===== src/rtl/rst_seq.sv =====
`default_nettype none
// ============================================================================
//  Module   : rst_seq
//  Purpose  : Sequences the two resets of a dual-clock FIFO from a single
//             clock domain. Both FIFO resets are held low together, the read
//             domain is released first, and the write domain follows after a
//             programmable gap. A sequence starts either from a power-on or
//             wrst_n reset (no acknowledge) or from a req/ack handshake.
//
//  Parameters
//    HOLD_CYCLES  cycles both FIFO resets stay low together   (1..255)
//    GAP_CYCLES   cycles between read and write release       (1..255)
//
//  Ports
//    wclk         in   1  clock, all logic on its rising edge
//    wrst_n       in   1  synchronous active-low reset
//    req          in   1  reset request, held high until ack is seen
//    ack          out  1  request sequence complete (registered)
//    busy         out  1  sequencer not idle (registered)
//    fifo_wrst_n  out  1  active-low reset to the FIFO write domain
//    fifo_rrst_n  out  1  active-low reset to the FIFO read domain
//    seq_cnt      out  8  completed request sequences, wraps 255->0
//                         (present only when RST_SEQ_CNT_EN is defined)
//
//  Build option
//    RST_SEQ_CNT_EN  define to add the seq_cnt port and its counter.
//
//  Revision : 1.0  initial release
// ============================================================================
module rst_seq #(
  parameter int HOLD_CYCLES = 8,
  parameter int GAP_CYCLES  = 2
) (
  input  logic       wclk,
  input  logic       wrst_n,
  input  logic       req,
  output logic       ack,
  output logic       busy,
  output logic       fifo_wrst_n,
  output logic       fifo_rrst_n
`ifdef RST_SEQ_CNT_EN
  ,
  output logic [7:0] seq_cnt
`endif
);

  // Terminal counts. The counter starts at 0 on the first cycle of a phase,
  // so the phase ends on the edge where it already shows LAST.
  localparam logic [7:0] HOLD_LAST = 8'(HOLD_CYCLES - 1);
  localparam logic [7:0] GAP_LAST  = 8'(GAP_CYCLES - 1);

  typedef enum logic [1:0] {
    IDLE = 2'd0,
    HOLD = 2'd1,
    GAP  = 2'd2,
    DONE = 2'd3
  } state_t;

  state_t     state;
  state_t     state_nxt;
  logic [7:0] cnt;
  logic [7:0] cnt_nxt;
  // High when the running sequence came from wrst_n rather than req; such a
  // sequence returns straight to IDLE and never raises ack.
  logic       por;
  logic       por_nxt;
  logic       rrst_nxt;
  logic       wrst_nxt;

  // --------------------------------------------------------------------------
  // State and output registers. Every output is a flop loaded from the
  // next-state decode, so outputs change on the same edge as the state.
  // --------------------------------------------------------------------------
  always_ff @(posedge wclk) begin
    if (!wrst_n) begin
      state       <= HOLD;
      cnt         <= 8'd0;
      por         <= 1'b1;
      fifo_rrst_n <= 1'b0;
      fifo_wrst_n <= 1'b0;
      ack         <= 1'b0;
      busy        <= 1'b1;
    end else begin
      state       <= state_nxt;
      cnt         <= cnt_nxt;
      por         <= por_nxt;
      fifo_rrst_n <= rrst_nxt;
      fifo_wrst_n <= wrst_nxt;
      ack         <= (state_nxt == DONE);
      busy        <= (state_nxt != IDLE);
    end
  end

  // --------------------------------------------------------------------------
  // Next-state and next-output decode.
  // --------------------------------------------------------------------------
  always_comb begin
    state_nxt = state;
    cnt_nxt   = cnt;
    por_nxt   = por;
    rrst_nxt  = fifo_rrst_n;
    wrst_nxt  = fifo_wrst_n;

    case (state)
      IDLE: begin
        rrst_nxt = 1'b1;
        wrst_nxt = 1'b1;
        if (req) begin
          state_nxt = HOLD;
          cnt_nxt   = 8'd0;
          por_nxt   = 1'b0;
          rrst_nxt  = 1'b0;
          wrst_nxt  = 1'b0;
        end
      end

      HOLD: begin
        rrst_nxt = 1'b0;
        wrst_nxt = 1'b0;
        if (cnt == HOLD_LAST) begin
          // Read domain comes out of reset first.
          state_nxt = GAP;
          cnt_nxt   = 8'd0;
          rrst_nxt  = 1'b1;
        end else begin
          cnt_nxt = cnt + 8'd1;
        end
      end

      GAP: begin
        rrst_nxt = 1'b1;
        wrst_nxt = 1'b0;
        if (cnt == GAP_LAST) begin
          wrst_nxt  = 1'b1;
          cnt_nxt   = 8'd0;
          state_nxt = por ? IDLE : DONE;
        end else begin
          cnt_nxt = cnt + 8'd1;
        end
      end

      DONE: begin
        rrst_nxt = 1'b1;
        wrst_nxt = 1'b1;
        // A req already dropped during the sequence gives a one-cycle ack.
        if (!req) begin
          state_nxt = IDLE;
        end
      end

      default: begin
        state_nxt = IDLE;
        cnt_nxt   = 8'd0;
        rrst_nxt  = 1'b1;
        wrst_nxt  = 1'b1;
      end
    endcase
  end

`ifdef RST_SEQ_CNT_EN
  // --------------------------------------------------------------------------
  // Completed request sequences, counted on the DONE -> IDLE transition.
  // --------------------------------------------------------------------------
  always_ff @(posedge wclk) begin
    if (!wrst_n) begin
      seq_cnt <= 8'd0;
    end else if ((state == DONE) && (state_nxt == IDLE)) begin
      seq_cnt <= seq_cnt + 8'd1;
    end
  end
`endif

`ifndef SYNTHESIS
  // The write domain must never be out of reset while the read domain is
  // still held, and ack only ever appears inside a busy window.
  a_read_first : assert property (@(posedge wclk) disable iff (!wrst_n)
                                  fifo_wrst_n |-> fifo_rrst_n);
  a_ack_busy   : assert property (@(posedge wclk) disable iff (!wrst_n)
                                  ack |-> busy);
`endif

endmodule
`default_nettype wire


===== config.mk =====
export PLATFORM = sky130hd
export DESIGN_NAME = rst_seq
export DESIGN_NICKNAME = d
export VERILOG_FILES = /design/src/rtl/rst_seq.sv
export SDC_FILE = /design/constraint.sdc
export NUM_CORES = 1
export LEC_CHECK = 0
export ABC_AREA = 0
export CORE_MARGIN = 2
export CORE_UTILIZATION = 63
export CTS_BUF_LIST = sky130_fd_sc_hd__clkbuf_4
export CTS_CLUSTER_DIAMETER = 40
export DETAILED_ROUTE_END_ITERATION = 12
export PLACE_DENSITY = 0.92
export SLEW_MARGIN = 30
export SYNTH_ARGS = -nofsm -noshare
export SYNTH_HDL_FRONTEND = slang
export SYNTH_SLANG_ARGS = --single-unit

===== constraint.sdc =====
create_clock -name wclk -period 3.1 [get_ports wclk]
set_clock_uncertainty 0.05 [all_clocks]
set_input_delay 0.62 -clock wclk [delete_from_list [all_inputs] [get_ports wclk]]
set_output_delay 0.62 -clock wclk [all_outputs]
set_load 0.01 [all_outputs]

==> out/results.txt, run 1 <==
Outcome: complete, no violations
Worst-Skew Late Latency: 0.29 ns
Top post-synthesis cells by area: dfxtp_1 34%, ha_1 8.6%, nand2_1 7.3%, a21oi_1 3.4%, inv_1 2.6%
Fillers: 104
Row count: 13
CTS tree: done
Total number of vias: 757
Top-area cell type share of the netlist area: 0.3448
Count leader, synth: nand2_1
PwrDens: 463.4 mW/mm^2
TNS Setup: 0 ns
LEAKAGE: 0.4099 nW
CTS sink cnt: 15
Peak supply drop: 288.5 uV
Detailed Place HPWL: 1378 um
Vias per cell: 6.008
Startpoint types: register
R2R depth: 5
Hold Worst Slack: 0.4439 ns
Die X: 41.18 um
Netlist cell types: 36
Cell Area, Synth: 870.8 um^2
DRT iter0 DRCs: 13
Die area: 0.001696 mm^2
Worst r2r dst: cnt[3]
Crit path DAT: 2.19 ns
HP Start: por
H-tree depth: 1
Routability cong.: 0.8829
GRT Util Overall: 0.2581
Required time of the critical path: 3.29 ns
Register area share after synthesis: 0.3448
RSZ-0062 raised after global routing: false
Share of cells above drive strength 1: 0.1261
Core footprint: 0.001301 mm^2
Storage element area: 300.3 um^2
Worst slew margin: 0.5256
Antenna viol nets, final: 0
Starting Density: 0.6692
Max cap viols: 0
Achievable Freq: 499.2 MHz
Vias in the first global route: 635
Setup Viol. Count Final: 0
Clk pin slew, worst setup/hold paths: 0.09 ns
Total wire length: 1855 um
Slew @ Worst Pin: 0.7042 ns
Syn. warnings: 0
EDFF count, synth: 0
Crit path time final: 2.003 ns
Avg Inst Size Synth: 8.455 um^2
Hold buffers post-CTS: 0
CTS max path bufs: 2
Commonest cells post-synth: 17 x nand2_1, 15 x dfxtp_1
Worst hold path class: register to register
Hold depth: 2
WL/cell: 14.72 um
Reg2Reg Setup Slack: 1.10 ns
Initial antenna violation count: 0
Setup Buffers After CTS: 0
Syn_nets: 112
DRT Pass-1 Iters: 4
WHS Endpoint: por
Synthesis-stage register bit count: 15
Crit end category: register
Multi-input logic area: 540.5 um^2
Port Buffer Count: 6
Ant diodes: 0
Slew Limit Fails: 0
Top FF cell, synth: dfxtp_1
GRT Residual Overflow: 0
# IOs: 7
Final Net Count: 121
Worst R2R Start: state[0]
CP Class: register to register
Worst-path maximum fanout: 6
TritonCTS Buffers: 3
First-pass GRT wire length: 2773 um
Post-route clock period utilization: 0.6462
Synthesized instance count: 103
Post-route DRC: 0
Yosys top cell by area: dfxtp_1
CTS Root Buffer Type: clkbuf_4
Asr flop ratio synth: 0
Syn-to-layout area delta: 11.64%
CTS resizes: 0
Endpoints failing hold: 0
Largest net degree at the start of global routing: 10
DIE HEIGHT: 41.18 um
cell usage in the layout, fill, tap and decap left out, types with 4 or more instances in the layout:
master	n
dfxtp_1	15
ha_1	6
o21ai_0	4
nor2_1	6
a21oi_1	6
inv_1	6
clkbuf_4	4
clkdlybuf4s50_1	6
nand2_1	17
per-stage QoR:
stage	instance area [um^2]	std cells	power (mW)	util	worst slack, ns
after floorplan	870.8	103	0.2981	-	1.300
after global placement	942.2	122	0.3226	0.7240	0.9498
after detailed placement	942.2	122	0.3277	0.7240	0.8938
after CTS	972.2	126	0.4461	0.7471	1.135
after global routing	972.2	126	0.4699	0.7471	0.9786
final	972.2	126	0.4505	0.7471	1.097
routing by layer:
metal / wire [um] / vias up / GRT usage / part of all wire
li1: - / 382 / - / -
met2: 870 / 16 / 0.4414 / 0.47
met4: 43 / 0 / 0.1290 / 0.023
met3: 70 / 6 / 0.04891 / 0.038
met1: 871 / 353 / 0.3029 / 0.47
met5: 0 / - / 0 / 0
final cells by class:
cell class / instances / area share
multi-input combinational: 80 / 0.5560
sequential: 15 / 0.3089
timing repair buffer: 6 / 0.06178
clock buffer: 4 / 0.03089
inverter: 6 / 0.02317
tap: 15 / 0.01931
flip-flops by register name, indices dropped and copies added, names as in the netlist:
register,cells
fifo_wrst_n,1
fifo_rrst_n,1
ack,1
busy,1
state,2
cnt,8
por,1
kinds of logic (layout without fill, tap and decap cells):
logic type,Yosys count,in the layout,share of synthesized area
and+or+nand+nor,45,45,0.2802
AOI/OAI and AO/OA,24,24,0.1997
DFF,15,15,0.3448
buffers and inverters,8,16,0.03448
adders and majority gates,6,6,0.08620
xor gates and xnor gates,3,3,0.03018
muxes,2,2,0.02442
worst max-delay path by stage:
stage / startpoint / endpoint / slack (ns) / cells past startpoint
6_report: state[0] / cnt[3] / 1.10 / 5
5_1_grt: state[0] / cnt[3] / 0.98 / 5
4_1_cts: state[0] / cnt[3] / 1.13 / 5
3_5_place_dp: req / cnt[4] / 0.89 / 6
3_3_place_gp: req / cnt[4] / 0.95 / 6
2_1_floorplan: state[0] / cnt[5] / 1.30 / 8
power breakdown:
group	leakage (nW)	internal (mW)	switching, mW
Combinational	0.270	0.0464	0.0591
Clock	0.0184	0.0588	0.0662
Sequential	0.122	0.206	0.0142
critical path, stage by stage, from the launching register on:
cell	delay [ns]
dfxtp_1	0.45
inv_1	0.12
ha_1	0.36
o21ai_0	0.60
o21a_1	0.25
and2_1	0.13
No activity file was read; power rests on OpenSTA's default activity.
==> run 2, diff against run 1 <==
--- a/config.mk
+++ b/config.mk
@@ -7,11 +7,11 @@
 export LEC_CHECK = 0
 export ABC_AREA = 0
 export CORE_MARGIN = 2
-export CORE_UTILIZATION = 63
+export CORE_UTILIZATION = 58
 export CTS_BUF_LIST = sky130_fd_sc_hd__clkbuf_4
 export CTS_CLUSTER_DIAMETER = 40
 export DETAILED_ROUTE_END_ITERATION = 12
-export PLACE_DENSITY = 0.92
+export PLACE_DENSITY = 0.87
 export SLEW_MARGIN = 30
 export SYNTH_ARGS = -nofsm -noshare
 export SYNTH_HDL_FRONTEND = slang
==> constraint.sdc (replaced) <==
create_clock -name wclk -period 2 [get_ports wclk]
set_clock_uncertainty 0.05 [all_clocks]
set_input_delay 0.4 -clock wclk [delete_from_list [all_inputs] [get_ports wclk]]
set_output_delay 0.4 -clock wclk [all_outputs]
set_load 0.01 [all_outputs]
==> run 2 against run 1 <==
Effect of this change:
- via count up 4.8%
- maximum frequency up 4.9%
- setup slack worse by 1.0 ns
- sequential share of layout area down 1.0 points
- register-to-register slack worse by 1.0 ns
- die area up 7.8%
- power up 57%
- critical endpoint is now cnt[7]
==> out/results.txt, run 2 (same netlist as run 1, synthesis figures left out) <==
Outcome: complete, no violations
Crit end category: register
Max cap viols: 0
Most frequent cells in the layout: 17 x nand2_1, 15 x dfxtp_1
Port Buffer Count: 6
CP max stage delay: 0.43 ns
CTS Root Buffer Type: clkbuf_4
Total wire length: 1909 um
Vias per cell: 6.195
Final Net Count: 123
Crit path time final: 1.910 ns
Critical-path cell list: inv_1, ha_1, mux2_2, nand4_1, nor2_1, xor2_1, and2_1
Startpoint types: register
DRT Pass-1 Iters: 4
Largest register FFs: 8
Worst-path maximum fanout: 5
PwrDens: 706.0 mW/mm^2
CTS max path bufs: 2
DIE HEIGHT: 42.75 um
Final core occ: 0.7442
Worst-Skew Late Latency: 0.29 ns
Worst hold path class: register to register
GRT Util Overall: 0.2296
DRT iter0 DRCs: 35
WL/cell: 14.91 um
WL met2: 868 um
Core footprint: 0.001350 mm^2
Detailed Place HPWL: 1365 um
Setup WS post-layout: 0.08980 ns
Peak supply drop: 473.6 uV
CTS sink cnt: 15
Post-route DRC: 0
Dpl ws: -0.03100 ns
H-tree depth: 1
Required time of the critical path: 2.13 ns
Biggest regs: cnt (8), state (2)
Row count: 13
Achievable Freq: 523.5 MHz
Vias in the first global route: 754
Crit path DAT: 2.04 ns
Storage element area: 300.3 um^2
Initial antenna violation count: 0
Ant diodes: 0
Top Family by Delay on Critical Path: flip-flops
Non-Filler Instances: 128
Fillers: 100
Slew @ Worst Pin: 0.4278 ns
Total number of vias: 793
RSZ-0062 raised after global routing: false
Commonest non-fill, non-tap cell in the layout: nand2_1
GRT Residual Overflow: 0
Wire length on met3: 139 um
Final instance area: 0.001005 mm^2
CTS tree: done
Setup Viol. Count Final: 0
Routability cong.: 0.9277
Wire length on met1: 865 um
Clk pin slew, worst setup/hold paths: 0.10 ns
Antenna viol nets, final: 0
LEAKAGE: 0.4254 nW
Endpoints failing hold: 0
Final total power: 0.7094 mW
TritonCTS Buffers: 3
Highest routed layer: met4
CP max-delay cell: dfxtp_1
Placement Cell Area: 957.2 um^2
# IOs: 7
Buf+Inv Stages, Crit Path: 1
Syn-to-layout area delta: 15.37%
First-pass GRT wire length: 3249 um
Slew Limit Fails: 0
Largest net degree at the start of global routing: 9
Multi-input logic area: 558.0 um^2
CP Class: register to register
Worst slew margin: 0.7129
Die area: 0.001828 mm^2
Placed Cells: 124
Largest Register: cnt
Starting Density: 0.6450
Die X: 42.75 um
Setup Buffers After CTS: 0
Share of cells above drive strength 1: 0.1416
Post-route clock period utilization: 0.9551
run 2: power breakdown:
part | leakage (nW) | switching (mW) | total (mW) | internal [mW]
clock | 0.0184 | 0.102 | 0.193 | 0.0910
sequential | 0.122 | 0.0214 | 0.340 | 0.319
combinational | 0.285 | 0.0943 | 0.176 | 0.0821
total | 0.425 | 0.217 | 0.709 | 0.492
run 2: cell type report:
type / instances / area share
Clock buffer: 4 / 0.02989
Inverter: 6 / 0.02242
Multi-Input combinational cell: 80 / 0.5554
Sequential cell: 15 / 0.2989
Tap cell: 15 / 0.01868
Timing Repair Buffer: 8 / 0.07472
run 2: timing repair:
action | 4_1_cts | 5_1_grt
hold buffers | 0 | 0
setup endpoints to repair | 0 | 5
endpoints found under the hold margin | 0 | 0
gates resized for setup | 0 | 3
run 2: worst paths after layout:
path | startpoint | cells past startpoint | endpoint | slack [ns]
hold reg to reg | por | 2 | por | 0.43
setup / recovery | state[0] | 7 | cnt[7] | 0.09
setup reg to reg | state[0] | 7 | cnt[7] | 0.09
hold / removal | por | 2 | por | 0.43
run 2: tightest hold or removal path: stages (launching register included):
cell and delay, ns:
dfxtp_1 0.34, nand2_1 0.06, nand2_1 0.04
run 2: routing by layer:
metal  track usage  up-vias
met5             0        -
met4        0.1000        0
met3       0.02553        5
met2        0.3667       48
met1        0.3089      352
li1              -      388
run 2: metrics by stage:
step                setup TNS, ns  hold WS [ns]
global placement                0        0.4101
finish                          0        0.4338
CTS                             0        0.4360
detailed placement       -0.03100        0.4207
global route                    0        0.4532
floorplan                       0        0.3806
